[src/rtl/pcie_axi_to_sram_rd_if.sv]
// AXI4 read channel plus synchronous-read SRAM port for the message-SRAM read bridge.
// slave = bridge view, master = AXI master / SRAM side.
interface pcie_axi_to_sram_rd_if #(
  parameter int DATA_WIDTH     = 256,
  parameter int ADDR_WIDTH     = 10,
  parameter int AXI_ADDR_WIDTH = 64,
  parameter int LEN_WIDTH      = 12
);
  logic                      axi_arvalid;
  logic [AXI_ADDR_WIDTH-1:0] axi_araddr;
  logic [LEN_WIDTH-1:0]      axi_arlen;
  logic [2:0]                axi_arsize;
  logic [1:0]                axi_arburst;
  logic                      axi_arready;
  logic                      axi_rvalid;
  logic [DATA_WIDTH-1:0]     axi_rdata;
  logic [1:0]                axi_rresp;
  logic                      axi_rlast;
  logic                      axi_rready;
  logic                      sram_ren;
  logic [ADDR_WIDTH-1:0]     sram_raddr;
  logic [DATA_WIDTH-1:0]     sram_rdata;

  modport slave (
    input  axi_arvalid, axi_araddr, axi_arlen, axi_arsize, axi_arburst, axi_rready, sram_rdata,
    output axi_arready, axi_rvalid, axi_rdata, axi_rresp, axi_rlast, sram_ren, sram_raddr
  );

  modport master (
    output axi_arvalid, axi_araddr, axi_arlen, axi_arsize, axi_arburst, axi_rready, sram_rdata,
    input  axi_arready, axi_rvalid, axi_rdata, axi_rresp, axi_rlast, sram_ren, sram_raddr
  );
endinterface

[src/rtl/pcie_axi_to_sram_rd.sv]
// AXI4 read slave fetching one burst at a time from a synchronous-read SRAM.
// Optional PCIE_AXI_TO_SRAM_PIPELINE_EN: 2-entry R FIFO, one beat per cycle; default is a 3-cycle/beat FSM.
module pcie_axi_to_sram_rd #(
  parameter int DATA_WIDTH     = 256,
  parameter int ADDR_WIDTH     = 10,
  parameter int AXI_ADDR_WIDTH = 64,
  parameter int LEN_WIDTH      = 12
) (
  input  logic                   clk,
  input  logic                   rst,
  pcie_axi_to_sram_rd_if.slave   bus
);
  localparam int BO = $clog2(DATA_WIDTH / 8);

  logic [AXI_ADDR_WIDTH-1:0] w_araddr;
  logic [ADDR_WIDTH-1:0]     w_ar_word;
  logic [1:0]                w_ar_resp;
  logic                      w_ar_fixed;
  logic                      w_unused_addr;

  logic                      w_arready;
  logic                      w_rvalid;
  logic                      w_rlast;
  logic                      w_ren;
  logic [DATA_WIDTH-1:0]     w_rdata;
  logic [ADDR_WIDTH-1:0]     w_raddr;
  logic [1:0]                r_resp;

  assign w_araddr      = bus.axi_araddr;
  assign w_ar_word     = w_araddr[BO +: ADDR_WIDTH];
  assign w_ar_resp     = (bus.axi_arsize == 3'(BO)) ? 2'b00 : 2'b10;
  assign w_ar_fixed    = (bus.axi_arburst == 2'b00);
  // Bits outside the word-address field are deliberately ignored.
  assign w_unused_addr = ^w_araddr;

  assign bus.axi_arready = w_arready;
  assign bus.axi_rvalid  = w_rvalid;
  assign bus.axi_rdata   = w_rdata;
  assign bus.axi_rresp   = r_resp;
  assign bus.axi_rlast   = w_rlast;
  assign bus.sram_ren    = w_ren;
  assign bus.sram_raddr  = w_raddr;

`ifdef PCIE_AXI_TO_SRAM_PIPELINE_EN
  localparam logic [LEN_WIDTH:0] ONE_LEFT = 1;

  logic [ADDR_WIDTH-1:0] r_addr;
  logic [ADDR_WIDTH-1:0] r_raddr;
  logic [LEN_WIDTH:0]    r_left;
  logic                  r_fixed;
  logic                  r_infl;
  logic                  r_infl_last;
  logic [DATA_WIDTH-1:0] r_fifo_data [2];
  logic                  r_fifo_last [2];
  logic                  r_wr_ptr;
  logic                  r_rd_ptr;
  logic [1:0]            r_fifo_cnt;

  logic w_issue;
  logic w_ar_hs;
  logic w_push;
  logic w_pop;
  logic w_fifo_empty;

  assign w_fifo_empty = (r_fifo_cnt == 2'd0);
  assign w_issue      = (r_left != '0) && ((r_fifo_cnt + 2'(r_infl)) < 2'd2);
  assign w_arready    = (r_left == '0) && !r_infl && w_fifo_empty;
  assign w_ar_hs      = bus.axi_arvalid && w_arready;
  assign w_rvalid     = !w_fifo_empty || r_infl;
  // With an empty FIFO the SRAM output is forwarded directly; it is queued only if not accepted.
  assign w_pop        = !w_fifo_empty && bus.axi_rready;
  assign w_push       = r_infl && !(w_fifo_empty && bus.axi_rready);
  assign w_rdata      = !w_fifo_empty ? r_fifo_data[r_rd_ptr] : (r_infl ? bus.sram_rdata : '0);
  assign w_rlast      = !w_fifo_empty ? r_fifo_last[r_rd_ptr] : (r_infl && r_infl_last);
  assign w_ren        = w_issue;
  assign w_raddr      = w_issue ? r_addr : r_raddr;

  always_ff @(posedge clk or posedge rst) begin
    if (rst) begin
      r_addr      <= '0;
      r_raddr     <= '0;
      r_left      <= '0;
      r_fixed     <= 1'b0;
      r_resp      <= 2'b00;
      r_infl      <= 1'b0;
      r_infl_last <= 1'b0;
    end else begin
      r_infl <= w_issue;
      if (w_ar_hs) begin
        r_addr  <= w_ar_word;
        r_left  <= {1'b0, bus.axi_arlen} + ONE_LEFT;
        r_fixed <= w_ar_fixed;
        r_resp  <= w_ar_resp;
      end else if (w_issue) begin
        r_raddr     <= r_addr;
        r_left      <= r_left - ONE_LEFT;
        r_infl_last <= (r_left == ONE_LEFT);
        if (!r_fixed) r_addr <= r_addr + ADDR_WIDTH'(1);
      end
    end
  end

  always_ff @(posedge clk or posedge rst) begin
    if (rst) begin
      r_wr_ptr   <= 1'b0;
      r_rd_ptr   <= 1'b0;
      r_fifo_cnt <= 2'd0;
    end else begin
      if (w_push) r_wr_ptr <= ~r_wr_ptr;
      if (w_pop)  r_rd_ptr <= ~r_rd_ptr;
      case ({w_push, w_pop})
        2'b10:   r_fifo_cnt <= r_fifo_cnt + 2'd1;
        2'b01:   r_fifo_cnt <= r_fifo_cnt - 2'd1;
        default: r_fifo_cnt <= r_fifo_cnt;
      endcase
    end
  end

  always_ff @(posedge clk) begin
    if (w_push) begin
      r_fifo_data[r_wr_ptr] <= bus.sram_rdata;
      r_fifo_last[r_wr_ptr] <= r_infl_last;
    end
  end

`else
  typedef enum logic [1:0] {
    S_IDLE = 2'd0,
    S_RD   = 2'd1,
    S_CAP  = 2'd2,
    S_SEND = 2'd3
  } state_t;

  state_t                r_state;
  state_t                w_state_next;
  logic [ADDR_WIDTH-1:0] r_addr;
  logic [LEN_WIDTH-1:0]  r_cnt;
  logic                  r_fixed;
  logic [DATA_WIDTH-1:0] r_rdata;

  logic w_ar_hs;
  logic w_r_hs;
  logic w_last_beat;

  assign w_ar_hs     = bus.axi_arvalid && (r_state == S_IDLE);
  assign w_r_hs      = (r_state == S_SEND) && bus.axi_rready;
  assign w_last_beat = (r_cnt == '0);

  always_ff @(posedge clk or posedge rst) begin
    if (rst) r_state <= S_IDLE;
    else     r_state <= w_state_next;
  end

  always_comb begin
    w_state_next = r_state;
    case (r_state)
      S_IDLE:  if (w_ar_hs) w_state_next = S_RD;
      S_RD:    w_state_next = S_CAP;
      S_CAP:   w_state_next = S_SEND;
      S_SEND:  if (bus.axi_rready) w_state_next = w_last_beat ? S_IDLE : S_RD;
      default: w_state_next = S_IDLE;
    endcase
  end

  always_comb begin
    w_arready = 1'b0;
    w_rvalid  = 1'b0;
    w_rlast   = 1'b0;
    w_ren     = 1'b0;
    case (r_state)
      S_IDLE:  w_arready = 1'b1;
      S_RD:    w_ren     = 1'b1;
      S_SEND: begin
        w_rvalid = 1'b1;
        w_rlast  = w_last_beat;
      end
      default: ;
    endcase
  end

  // r_addr only moves when entering RD, so it doubles as the held SRAM address.
  always_ff @(posedge clk or posedge rst) begin
    if (rst) begin
      r_addr  <= '0;
      r_cnt   <= '0;
      r_fixed <= 1'b0;
      r_resp  <= 2'b00;
      r_rdata <= '0;
    end else begin
      if (w_ar_hs) begin
        r_addr  <= w_ar_word;
        r_cnt   <= bus.axi_arlen;
        r_fixed <= w_ar_fixed;
        r_resp  <= w_ar_resp;
      end
      if (r_state == S_CAP) r_rdata <= bus.sram_rdata;
      if (w_r_hs && !w_last_beat) begin
        r_cnt <= r_cnt - LEN_WIDTH'(1);
        if (!r_fixed) r_addr <= r_addr + ADDR_WIDTH'(1);
      end
    end
  end

  assign w_rdata = r_rdata;
  assign w_raddr = r_addr;
`endif

endmodule

[src/flat_wrapper.sv]
// flat-port wrapper written by rule: the top's interface ports become plain ports
module pcie_axi_to_sram_rd_flat 
#(
  parameter int DATA_WIDTH     = 256,
  parameter int ADDR_WIDTH     = 10,
  parameter int AXI_ADDR_WIDTH = 64,
  parameter int LEN_WIDTH      = 12
)
  (clk, rst, bus_axi_arvalid, bus_axi_araddr, bus_axi_arlen, bus_axi_arsize, bus_axi_arburst, bus_axi_rready, bus_sram_rdata, bus_axi_arready, bus_axi_rvalid, bus_axi_rdata, bus_axi_rresp, bus_axi_rlast, bus_sram_ren, bus_sram_raddr);
  pcie_axi_to_sram_rd_if #(.DATA_WIDTH(DATA_WIDTH), .ADDR_WIDTH(ADDR_WIDTH), .AXI_ADDR_WIDTH(AXI_ADDR_WIDTH), .LEN_WIDTH(LEN_WIDTH)) bus_i ();
  input  logic clk;
  input  logic rst;
  input wire logic [$bits(bus_i.axi_arvalid)-1:0] bus_axi_arvalid;
  input wire logic [$bits(bus_i.axi_araddr)-1:0] bus_axi_araddr;
  input wire logic [$bits(bus_i.axi_arlen)-1:0] bus_axi_arlen;
  input wire logic [$bits(bus_i.axi_arsize)-1:0] bus_axi_arsize;
  input wire logic [$bits(bus_i.axi_arburst)-1:0] bus_axi_arburst;
  input wire logic [$bits(bus_i.axi_rready)-1:0] bus_axi_rready;
  input wire logic [$bits(bus_i.sram_rdata)-1:0] bus_sram_rdata;
  output wire logic [$bits(bus_i.axi_arready)-1:0] bus_axi_arready;
  output wire logic [$bits(bus_i.axi_rvalid)-1:0] bus_axi_rvalid;
  output wire logic [$bits(bus_i.axi_rdata)-1:0] bus_axi_rdata;
  output wire logic [$bits(bus_i.axi_rresp)-1:0] bus_axi_rresp;
  output wire logic [$bits(bus_i.axi_rlast)-1:0] bus_axi_rlast;
  output wire logic [$bits(bus_i.sram_ren)-1:0] bus_sram_ren;
  output wire logic [$bits(bus_i.sram_raddr)-1:0] bus_sram_raddr;
  assign bus_i.axi_arvalid = bus_axi_arvalid;
  assign bus_i.axi_araddr = bus_axi_araddr;
  assign bus_i.axi_arlen = bus_axi_arlen;
  assign bus_i.axi_arsize = bus_axi_arsize;
  assign bus_i.axi_arburst = bus_axi_arburst;
  assign bus_i.axi_rready = bus_axi_rready;
  assign bus_i.sram_rdata = bus_sram_rdata;
  assign bus_axi_arready = bus_i.axi_arready;
  assign bus_axi_rvalid = bus_i.axi_rvalid;
  assign bus_axi_rdata = bus_i.axi_rdata;
  assign bus_axi_rresp = bus_i.axi_rresp;
  assign bus_axi_rlast = bus_i.axi_rlast;
  assign bus_sram_ren = bus_i.sram_ren;
  assign bus_sram_raddr = bus_i.sram_raddr;
  pcie_axi_to_sram_rd #(.DATA_WIDTH(DATA_WIDTH), .ADDR_WIDTH(ADDR_WIDTH), .AXI_ADDR_WIDTH(AXI_ADDR_WIDTH), .LEN_WIDTH(LEN_WIDTH)) u_core (.clk(clk), .rst(rst), .bus(bus_i));
endmodule
[config.mk]
export PLATFORM = sky130hd
export DESIGN_NAME = pcie_axi_to_sram_rd_flat
export DESIGN_NICKNAME = d
export VERILOG_FILES = /design/src/rtl/pcie_axi_to_sram_rd_if.sv /design/src/rtl/pcie_axi_to_sram_rd.sv /design/src/flat_wrapper.sv
export SDC_FILE = /design/constraint.sdc
export NUM_CORES = 1
export LEC_CHECK = 0
export BUFFER_PORTS_ARGS = -buffer_cell sky130_fd_sc_hd__buf_2
export CORE_AREA = 2 2 241 243
export DETAILED_ROUTE_END_ITERATION = 8
export DIE_AREA = 0 0 243 245
export PLACE_DENSITY = 0.46
export SLEW_MARGIN = 20
export SYNTH_ARGS = -nofsm -noshare
export SYNTH_HDL_FRONTEND = slang
export SYNTH_SLANG_ARGS = --single-unit
[constraint.sdc]
create_clock -name clk -period 11.8 [get_ports clk]
set_input_delay 1.18 -clock clk [delete_from_list [all_inputs] [get_ports clk]]
set_output_delay 1.18 -clock clk [all_outputs]
set_load 0.005 [all_outputs]
== After elaboration in Yosys (flattened, before gate mapping) ==
Cells that the tools add are included.

* Logic and storage cells: 37
* Bits in registers: 283

* Equality and inequality tests: 6
* Reductions and logical operators: 9
* Muxes and demuxes: 14
* Add/subtract/negate cells: 2

{| class="wikitable"
|+ Operators with widths
! kind !! count
|-
| 10-bit two-way mux || 3
|-
| 12-bit two-way mux || 2
|-
| 12-bit zero test || 1
|-
| 12-bit by 1-bit subtractor with 12-bit output, second input constant || 1
|-
| 10-bit by 1-bit adder with 10-bit output, second input constant || 1
|-
| 2-bit case mux with 4 select lines || 1
|-
| 2-bit two-way mux || 3
|-
| 1-bit two-way mux || 5
|-
| 2-bit equality test, second input constant || 2
|-
| 2-bit zero test || 2
|-
| 3-bit equality test, second input constant || 1
|-
| 1-bit logical AND || 3
|-
| 2-bit by 1-bit equality test with 1-bit output, second input constant || 1
|-
| 2-bit by 1-bit inequality test with 1-bit output, second input constant || 1
|-
| 2-bit inequality test, second input constant || 1
|-
| 2-bit AND reduction || 1
|-
| 2-bit nonzero test || 1
|-
| 1-bit zero test || 1
|}

== Depth between registers and ports, before layout ==
* Word-level depth: 5
* Depth in mapped cells: 8
* Gate-level depth less buffers: 6

== Worst setup path before layout ==
Ideal clock, no wire load.

* Path kind: reg2out
* Start: reg u_core.r_cnt[0]
* End: out bus_axi_rlast
* Arrival time: 1.190 ns
* Buffers on the path: 0
* Stages on the path, launching flop included: 6
* Slack: 9.430 ns
* Path through: dfrtp_1 > inv_1 > ha_1 > nor4b_4 > nand3_1 > nor2_1

* Longest elaborated chain between the ends: 2

{| class="wikitable"
|+ Ends and longest elaborated chain
! what !! RTL line !! text
|-
| from (decl) || pcie_axi_to_sram_rd.sv:137 || <nowiki>logic [LEN_WIDTH-1:0] r_cnt;</nowiki>
|-
| from (signal assigned) || pcie_axi_to_sram_rd.sv:192 || <nowiki>r_cnt <= bus.axi_arlen;</nowiki>
|-
| from (signal assigned) || pcie_axi_to_sram_rd.sv:198 || <nowiki>r_cnt <= r_cnt - LEN_WIDTH'(1);</nowiki>
|-
| 12-bit zero test || pcie_axi_to_sram_rd.sv:147 || <nowiki>assign w_last_beat = (r_cnt == '0);</nowiki>
|-
| 1-bit two-way mux || pcie_axi_to_sram_rd.sv:170 || <nowiki>case (r_state)</nowiki>
|-
| to (decl) || flat_wrapper.sv:24 || <nowiki>output wire logic [$bits(bus_i.axi_rlast)-1:0] bus_axi_rlast;</nowiki>
|}

No other way between the ends.

== Final worst setup path ==
* Start: reg u_core.r_state[0]
* End: reg u_core.r_rdata[114] (netlist: u_core.bus.axi_rdata[114])

* Longest elaborated chain between the ends: 1

{| class="wikitable"
|+ Ends and longest elaborated chain
! what !! RTL line !! text
|-
| from (decl) || pcie_axi_to_sram_rd.sv:134 || <nowiki>state_t r_state;</nowiki>
|-
| from (signal assigned) || pcie_axi_to_sram_rd.sv:151 || <nowiki>else r_state <= w_state_next;</nowiki>
|-
| 2-bit equality test || pcie_axi_to_sram_rd.sv:196 || <nowiki>if (r_state == S_CAP) r_rdata <= bus.sram_rdata;</nowiki>
|-
| to (signal assigned) || pcie_axi_to_sram_rd.sv:196 ||
|-
| to (decl) || pcie_axi_to_sram_rd.sv:139 || <nowiki>logic [DATA_WIDTH-1:0] r_rdata;</nowiki>
|}

No other way between the ends.
A chain may end at the register's enable or synchronous reset.

==> flow_summary.ini <==
[status]
run_status = completed

[clocking]
cts_max_level = 2
ctsHoldBuffers = 0
cts_tree = built
clock-sinks = 282
clk_pin_slew_ns = 0.06
root_buffer = clkbuf_16
numCtsBuffers = 36
clock_latency_ns = 0.54
post_cts_resize_count = 0
clock_path_buffers = 3
post_cts_buffers = 0

[power]
irDropWorstVdd_v = 0.000143
powerDensity_nw_per_um2 = 288
leakagePower_nw = 7.54

[sta]
slew_headroom = 0.286
period_share = 0.283
finalHoldViolCount = 0
setup_viol = 0
tns_ns = 0
worstMarginPinSlew_ns = 1.07
period_minus_slack_ns = 3.34
final.hold.worst_slack_ns = 0.497
fmax_mhz = 299
skew_ns = 0.0191
drv_slew = 0
rsz0062_at_grt = false

[detailed_routing]
dr.pass1.iters = 4
drt_iter0_markers = 266
viasPerCell = 3.95
drc = 0
wl_met1_um = 13200
final_antenna_net_count = 0
dr_wl_met3_um = 2360
wl_per_cell_um = 16.4
finalWirelength_um = 34200
vias = 8219
route.met2.wl_um = 17600
top_layer_used = met5

[floorplan]
initial_utilization = 0.195
die_w_um = 243
die_height_um = 245
rows = 88
io_pins = 613
core_um2 = 57000
die_area_um2 = 59500

[final_layout]
drive_above_1_share = 0.678
fillers = 5999
final_common_cell = buf_2
layout_common_cells = 557 x buf_2, 282 x dfrtp_1, 260 x mux2_2, 37 x clkbuf_16, 14 x nand3_1
seqCellArea_um2 = 7060
multi_input_area_um2 = 3920
nNetsFinal = 1637
syn2layout_area_growth_pct = 44.5

[yosys]
synth-seq-area-share = 0.633
synth_top_cell_area_share = 0.633
synth-edff-count = 0
synth_ff_type = dfrtp_1
synth_area_leaders = dfrtp_1 63%, mux2_2 26%, clkbuf_1 1.0%
synth_cell_types = 51
synthesis.instances = 723
syn_area_per_cell_um2 = 15.4
syn-cell-area_um2 = 11100
yosys_warnings = 0
async_flop_share = 1.00
synth_nets = 1072
yosys_register_bits = 282
yosysTopAreaCell = dfrtp_1

[worst_setup_path]
critical_path.most_common_cell = buf_4
end_kind = register
cp_slowest_stage_delay_ns = 0.86
path_delay_family = buffers and inverters
crit_chain = inv_1 > ha_4 > buf_4 > buf_4 > mux2_2
cpMaxStageDelayCell = buf_4
crit_path_start_kind = register
cp_data_arrival_time_ns = 3.76
cp_num_buf_inv = 3
cp_max_fo = 77
crit_type = register to register
crit_required_ns = 12.22

[placed_design]
gp_congestion = 0.747
dp_hpwl_um = 24900
port_buffers = 557

[global_route]
grtUsageTotal = 0.110
grt_pass1_wl_um = 51000
antenna_found_initial = 3
grt_remaining_overflow = 0
grt_pass1_vias = 8632
grt_start_max_net_pins = 98

[worst_hold_path]
min_path_type = register to register

[flow_run]
max_cap_violations = 0
metal layers:
layer / GRT usage / vias to the layer above
li1: - / 3745
met4: 0.0424 / 2
met5: 0 / -
met1: 0.125 / 4116
met3: 0.0333 / 63
met2: 0.193 / 293
metrics by stage:
| step | total power, mW | setup slack (ns) | cell area (um^2) | std cells | util |
|---|---|---|---|---|---|
| finish | 4.64 | 8.46 | 16100 | 2082 | 0.282 |
| CTS | 4.73 | 8.38 | 16100 | 2081 | 0.282 |
| global route | 4.95 | 8.17 | 16100 | 2082 | 0.282 |
| floorplan | 2.71 | 2.84 | 11100 | 723 | - |
| detailed placement | 3.50 | 8.06 | 14800 | 2015 | 0.260 |
| global placement | 3.47 | 8.08 | 14800 | 2015 | 0.260 |
cells in the mapped netlist, types with 3 or more instances:
cell type / number
o22ai_1: 3
nand4_1: 5
o221a_2: 4
ha_1: 8
mux2_2: 260
nor3b_1: 3
o21ai_0: 7
dfrtp_1: 282
a21oi_1: 10
o221a_1: 3
nand3_1: 14
mux2i_1: 9
or3_1: 4
nand2_1: 10
nor3_1: 4
buf_2: 4
a211oi_1: 3
inv_1: 10
clkbuf_1: 31
and3_1: 6
nor2_1: 8
power breakdown:
part	internal, mW	leakage (nW)	switching, mW	total, mW
clock	0.754	0.627	0.435	1.19
sequential	1.47	3.31	0.281	1.75
combinational	0.968	3.60	0.728	1.70
logic make-up (layout without fill, tap and decap cells):
family,Yosys count,count (layout),synth area share
other cells,1,2,0.000336
simple gates,65,65,0.0347
mux,269,269,0.271
fa+ha+maj,8,8,0.00898
flops,282,282,0.633
buf+inv,47,640,0.0166
compound gates,50,50,0.0346
xor+xnor,1,1,0.000786
state kept, by name, summed over array words and instances (netlist names):
| signal | flops |
|---|---|
| u_core.bus.axi_rdata | 256 |
| u_core.bus.axi_rresp | 1 |
| u_core.bus.sram_raddr | 10 |
| u_core.r_cnt | 12 |
| u_core.r_fixed | 1 |
| u_core.r_state | 2 |
cell type report:
type / count / area share
timing repair buffer: 564 / 0.177
tap: 765 / 0.0594
multi-input combinational: 394 / 0.243
sequential: 282 / 0.438
clock buffer: 53 / 0.0656
inverter: 10 / 0.00280
clock inverter: 13 / 0.0142
antenna: 1 / 0.000155
worst paths after layout:
check	slack, ns	cells past startpoint	from	to
setup reg to reg	8.46	5	u_core.r_state[0]	u_core.bus.axi_rdata[114]
min in group asynchronous	0.75	2	rst	u_core.bus.axi_rdata[65]
hold reg to reg	0.50	1	u_core.bus.axi_rdata[58]	u_core.bus.axi_rdata[58]
hold / removal	0.50	1	u_core.bus.axi_rdata[58]	u_core.bus.axi_rdata[58]
setup / recovery	8.46	5	u_core.r_state[0]	u_core.bus.axi_rdata[114]
max in group asynchronous	8.84	4	rst	u_core.bus.axi_rdata[214]
Note: power is estimated with default switching activity, not from simulation.
